## src/rtl/riscv_defines.sv

```systemverilog
// Shared types for the immediate extender slice.
//   inst_t       : 32-bit instruction word
//   immsrc_t     : immediate format selector (compressed formats only when
//                  IMM_EXTENDER_RVC_EN is defined)
//   state_e      : occupancy state of the output/skid register pair
//   XLEN_DEFAULT : default datapath width
package riscv_defines;

  localparam int XLEN_DEFAULT = 32;

  typedef logic [31:0] inst_t;

  // Four bits so the compressed formats fit; values with no member are
  // unsupported and come out flagged as errors.
`ifdef IMM_EXTENDER_RVC_EN
  typedef enum logic [3:0] {
    IMM_I  = 4'd0,
    IMM_S  = 4'd1,
    IMM_B  = 4'd2,
    IMM_U  = 4'd3,
    IMM_J  = 4'd4,
    IMM_Z  = 4'd5,
    IMM_CI = 4'd6,
    IMM_CB = 4'd7,
    IMM_CJ = 4'd8
  } immsrc_t;
`else
  typedef enum logic [3:0] {
    IMM_I  = 4'd0,
    IMM_S  = 4'd1,
    IMM_B  = 4'd2,
    IMM_U  = 4'd3,
    IMM_J  = 4'd4,
    IMM_Z  = 4'd5
  } immsrc_t;
`endif

  // bit0 = output register valid, bit1 = skid register valid, so each
  // valid bit (and in_ready) is read straight off a state flop.
  typedef enum logic [1:0] {
    ST_EMPTY = 2'b00,
    ST_ONE   = 2'b01,
    ST_FULL  = 2'b11
  } state_e;

endpackage

```

## src/rtl/imm_extend_core.sv

```systemverilog
// Combinational immediate decode.
//   inst   : instruction word
//   immsrc : format selector
//   imm    : immediate extended to XLEN (0 for unsupported formats)
//   err    : immsrc has no decode in this build
// Macro IMM_EXTENDER_RVC_EN adds the compressed CI/CB/CJ formats.
module imm_extend_core
  import riscv_defines::*;
#(
  parameter int XLEN = XLEN_DEFAULT
) (
  input  inst_t            inst,
  input  immsrc_t          immsrc,
  output logic [XLEN-1:0]  imm,
  output logic             err
);

  // Every format fits in 32 bits; build that first, then widen by
  // replicating bit 31 (IMM_Z has bit 31 clear, so it stays zero-extended).
  logic [31:0] imm32;
  logic        unused_low;

  assign unused_low = ^inst[6:0];

  always_comb begin
    imm32 = '0;
    err   = 1'b0;
    case (immsrc)
      IMM_I:  imm32 = {{20{inst[31]}}, inst[31:20]};
      IMM_S:  imm32 = {{20{inst[31]}}, inst[31:25], inst[11:7]};
      IMM_B:  imm32 = {{19{inst[31]}}, inst[31], inst[7], inst[30:25],
                       inst[11:8], 1'b0};
      IMM_U:  imm32 = {inst[31:12], 12'b0};
      IMM_J:  imm32 = {{11{inst[31]}}, inst[31], inst[19:12], inst[20],
                       inst[30:21], 1'b0};
      IMM_Z:  imm32 = {27'b0, inst[19:15]};
`ifdef IMM_EXTENDER_RVC_EN
      IMM_CI: imm32 = {{26{inst[12]}}, inst[12], inst[6:2]};
      IMM_CB: imm32 = {{23{inst[12]}}, inst[12], inst[6:5], inst[2],
                       inst[11:10], inst[4:3], 1'b0};
      IMM_CJ: imm32 = {{20{inst[12]}}, inst[12], inst[8], inst[10:9],
                       inst[6], inst[7], inst[2], inst[11], inst[5:3], 1'b0};
`endif
      default: begin
        imm32 = '0;
        err   = 1'b1;
      end
    endcase
  end

  assign imm = XLEN'($signed(imm32));

endmodule

```

## src/rtl/imm_extender_pipe.sv

```systemverilog
// Pipelined immediate generator with an output register and a skid register.
//   clk, reset (async, active-high), flush (sync discard of held entries)
//   in_valid/in_ready/in_inst/in_immsrc/in_tag : upstream handshake
//   out_valid/out_ready/out_immext/out_tag/out_err : downstream handshake
//   dbg_state : current occupancy state
// Handshake: a transfer happens on a rising edge where valid && ready; a
// held output (valid && !ready) keeps its data stable; valid never depends
// on the same side's ready, and in_ready is a flop, not a function of
// out_ready.
// Macro IMM_EXTENDER_RVC_EN enables compressed formats in imm_extend_core.
module imm_extender_pipe
  import riscv_defines::*;
#(
  parameter int XLEN  = XLEN_DEFAULT,
  parameter int TAG_W = 32
) (
  input  logic              clk,
  input  logic              reset,
  input  logic              flush,
  input  logic              in_valid,
  output logic              in_ready,
  input  inst_t             in_inst,
  input  immsrc_t           in_immsrc,
  input  logic [TAG_W-1:0]  in_tag,
  output logic              out_valid,
  input  logic              out_ready,
  output logic [XLEN-1:0]   out_immext,
  output logic [TAG_W-1:0]  out_tag,
  output logic              out_err,
  output state_e            dbg_state
);

  logic [XLEN-1:0]  core_imm;
  logic             core_err;

  imm_extend_core #(.XLEN(XLEN)) u_core (
    .inst   (in_inst),
    .immsrc (in_immsrc),
    .imm    (core_imm),
    .err    (core_err)
  );

  state_e           state_q, state_d;
  logic [XLEN-1:0]  or_imm, sk_imm;
  logic [TAG_W-1:0] or_tag, sk_tag;
  logic             or_err, sk_err;
  logic             in_xfer, out_xfer;
  logic             load_or, load_sk, or_from_sk;

  assign in_ready  = ~state_q[1];
  assign out_valid = state_q[0];
  assign in_xfer   = in_valid & in_ready;
  assign out_xfer  = out_valid & out_ready;

  always_comb begin
    state_d    = state_q;
    load_or    = 1'b0;
    load_sk    = 1'b0;
    or_from_sk = 1'b0;
    case (state_q)
      ST_EMPTY: begin
        if (in_xfer) begin
          state_d = ST_ONE;
          load_or = 1'b1;
        end
      end
      ST_ONE: begin
        if (in_xfer && out_xfer) begin
          load_or = 1'b1;
        end else if (in_xfer) begin
          state_d = ST_FULL;
          load_sk = 1'b1;
        end else if (out_xfer) begin
          state_d = ST_EMPTY;
        end
      end
      ST_FULL: begin
        // in_ready is low here, so only the skid entry can move.
        if (out_xfer) begin
          state_d    = ST_ONE;
          or_from_sk = 1'b1;
        end
      end
      default: state_d = ST_EMPTY;
    endcase
    if (flush) begin
      state_d    = ST_EMPTY;
      load_or    = 1'b0;
      load_sk    = 1'b0;
      or_from_sk = 1'b0;
    end
  end

  always_ff @(posedge clk or posedge reset) begin
    if (reset) begin
      state_q <= ST_EMPTY;
      or_imm  <= '0;
      or_tag  <= '0;
      or_err  <= 1'b0;
      sk_imm  <= '0;
      sk_tag  <= '0;
      sk_err  <= 1'b0;
    end else begin
      state_q <= state_d;
      if (load_or) begin
        or_imm <= core_imm;
        or_tag <= in_tag;
        or_err <= core_err;
      end else if (or_from_sk) begin
        or_imm <= sk_imm;
        or_tag <= sk_tag;
        or_err <= sk_err;
      end
      if (load_sk) begin
        sk_imm <= core_imm;
        sk_tag <= in_tag;
        sk_err <= core_err;
      end
    end
  end

  assign out_immext = or_imm;
  assign out_tag    = or_tag;
  assign out_err    = or_err;
  assign dbg_state  = state_q;

endmodule

```

## config.mk

```make
export PLATFORM = sky130hd
export DESIGN_NAME = imm_extender_pipe
export DESIGN_NICKNAME = d
export VERILOG_FILES = /design/src/rtl/riscv_defines.sv /design/src/rtl/imm_extend_core.sv /design/src/rtl/imm_extender_pipe.sv
export SDC_FILE = /design/constraint.sdc
export NUM_CORES = 1
export LEC_CHECK = 0
export CORE_MARGIN = 5
export CORE_UTILIZATION = 46
export CTS_CLUSTER_DIAMETER = 150
export CTS_CLUSTER_SIZE = 20
export DETAILED_ROUTE_END_ITERATION = 12
export PLACE_DENSITY = 0.77
export SETUP_SLACK_MARGIN = 0.4
export SLEW_MARGIN = 20
export SYNTH_ARGS = -nofsm -noshare
export SYNTH_HDL_FRONTEND = slang
export SYNTH_SLANG_ARGS = --single-unit
```

## constraint.sdc

```tcl
create_clock -name clk -period 3.7 [get_ports clk]
set_clock_uncertainty 0.05 [all_clocks]
set_input_delay 0.37 -clock clk [delete_from_list [all_inputs] [get_ports clk]]
set_output_delay 0.37 -clock clk [all_outputs]
set_load 0.05 [all_outputs]
```

==> impl_results.md <==
- CP max FO: 35
- F_max: 383 MHz
- FP Rows: 42
- RSZ-0062 raised after global routing: no
- Die area: 0.0161 mm²
- Slew Viols, Final: 0
- WL per Instance: 17.5 µm
- Antenna violations before repair: 0
- Routed via count: 4692
- Maximum resistive drop on vdd: 0.499 mV
- # setup viols final: 0
- Gate Count Post-Synth: 562
- Yosys cell types: 38
- EDFF count, synth: 0
- Comb power frac: 43.0%
- Post-CTS Hold Buffers: 0
- CP startpoint kind: register
- Root buffer cell: clkbuf_16
- Yosys reg bits: 132
- DRC viols: 0
- Port bufs: 134
- Diode count: 0
- Leakage power: 3.98 nW
- Total setup buffers inserted after CTS: 0
- Critical Path End Type: register
- H-Tree Depth: 4
- Largest net degree at the start of global routing: 121
- CP required: 3.92 ns
- Sequential power share: 33.5%
- Layout cells sized above 1: 11.5%
- Tcrit/Tclk final: 70.6%
- Iteration-0 DRC Markers: 317
- Sequential-to-total area share from yosys stat: 52.7%
- Final ANT Viol Nets: 0
- Final WL: 15.1 mm
- Placed Cells incl. Taps: 831
- Switching part of the total: 40.5%
- GRT Total Usage: 19.1%
- Post-Syn Area: 0.00627 mm²
- CTS buffer count: 17
- Syn_nets: 639
- TritonCTS clock tree: yes
- I/O pin count: 142
- Outcome: completed
- First-pass GRT wire length: 24.7 mm
- Net Switching: 3.01 mW
- Hold Vio Cnt, Final: 0
- Fin nets: 751
- Die Wd: 127 µm
- Most common flop cell mapped by yosys: dfrtp_1
- CP Class: register to register
- Max Cap Violations: 0
- Clock buffer depth: 2
- Sum Neg Setup Slack: 0 ns
- GRT overflow: 0
- Post_cts resized: 0
- Via density: 5.44
- Final std cells w/o fill: 863
- P per Cell Area: 895 mW/mm²
- Clock Latency Late Sink: 0.41 ns
- Vias in the first global route: 4849
- Post-synth ARST share: 100%
- Detailed Routing Iterations Pass 1: 4
- Core Footprint: 0.0133 mm²
- Mean area per synthesized cell: 11.2 µm²
- Clock power frac: 23.5%
- Number of synthesis warnings: 0
- Min cycle time layout: 2.61 ns
- Worst Hold Class: primary input to asynchronous set/reset pin
- Final Wtd Congestion: 0.789
- Slew HR: 30.2%
- Initial core utilization: 47.2%
- Hpwl dp: 10.0 mm
- Clk sinks: 132
- Clock slew at reported path FFs: 0.06 ns
- Int Pwr: 4.43 mW
- Final core utilization: 62.5%
- Die H: 127 µm
- Pin slew with the least headroom to its limit: 1.05 ns
- Area Overhead vs Synth: 32.4%
- WP data arrival: 2.83 ns
## power by group through the flow
stage               clock network (mW)  registers (mW)  logic, mW
floorplan                            0            3.63      0.997
global placement                     0            2.46       3.15
detailed placement                   0            2.52       3.22
CTS                               1.78            2.50       3.23
global route                      1.84            2.58       3.39
finish                            1.75            2.50       3.20
## registers in the layout, indices dropped and copies added (netlist names)
name,count
sk_tag,32
out_err,1
out_tag,32
dbg_state,2
sk_err,1
out_immext,32
sk_imm,32
## through the flow
stage	instance area (µm²)	hold WS [ns]	total power, mW	setup WS (ns)
floorplan	6280	0.399	4.63	1.20
global placement	7690	0.412	5.61	1.06
detailed placement	7690	0.419	5.74	0.974
CTS	8310	0.225	7.51	1.05
global route	8310	0.248	7.81	0.881
finish	8310	0.226	7.44	1.09
## cells in the final DEF, fill, tap and decap left out, types with 4 or more instances in the layout
master	instances
o21ai_0	21
nand2_1	42
dfrtp_1	132
ha_1	4
o21ai_1	12
nand3b_1	12
mux2_2	33
mux2i_1	94
a41o_1	11
clkdlybuf4s50_1	134
clkinvlp_4	7
nand3_1	5
clkbuf_16	17
nand2b_1	5
nor2_1	35
bufinv_16	4
nor2b_1	8
o22a_1	7
a21oi_1	68
## cells by family after synthesis
logic type      share of synthesized area (%)
xor+xnor                                0.140
simple gates                             9.31
fa+ha+maj                               0.957
buf+inv                                  4.07
compound gates                           11.9
flops                                    52.7
mux                                      20.9
## cell type report
| type | count | area [µm²] |
|---|---|---|
| fill | 1063 | 4990 |
| clock inverter | 13 | 184 |
| sequential | 132 | 3300 |
| clock buffer | 19 | 433 |
| inverter | 4 | 18.8 |
| tap | 176 | 220 |
| multi-input combinational | 380 | 2750 |
| timing repair buffer | 139 | 1400 |
## final timing paths
path | slack (ns) | depth (start not counted) | endpoint | startpoint
max | 1.09 | 6 | out_immext[13] | dbg_state[0]
min | 0.23 | 2 | out_immext[0] | reset
max reg2reg | 1.09 | 6 | out_immext[13] | dbg_state[0]
min reg2reg | 0.43 | 2 | sk_imm[12] | sk_imm[12]
max in group asynchronous | 2.44 | 3 | sk_imm[16] | reset
min in group clk | 0.43 | 2 | sk_imm[12] | sk_imm[12]
## per-layer routing
layer  track usage (%)  wire length (µm)
met5                 0                 0
met4              6.62               210
met3              4.29               653
met2              32.2              7710
met1              24.2              6520
## worst max-delay path, cell delays in order, from the launching register on
cell and delay [ns]:
dfrtp_1 0.57, ha_1 0.21, nor2b_1 0.25, nand3_4 0.55, buf_4 0.49, mux2i_1 0.20, mux2i_1 0.11
## cell usage after synthesis, types with 2 or more instances
cell	number	area (µm²)
nor2_1	35	131
o21ai_1	12	60.1
nand3_1	6	30.0
clkbuf_1	11	41.3
o22a_1	7	61.3
mux2i_1	94	941
inv_1	4	15.0
nand2b_1	5	31.3
ha_1	4	50.1
buf_4	7	52.6
buf_2	27	135
nand2_1	43	161
a21oi_1	68	340
or2_2	3	18.8
a31oi_1	2	12.5
dfrtp_1	132	3300
o21ai_0	21	105
nor2b_1	8	50.1
a41o_1	11	110
mux2_2	33	372
nand3b_1	12	90.1
(Power assumes the default switching activity.)
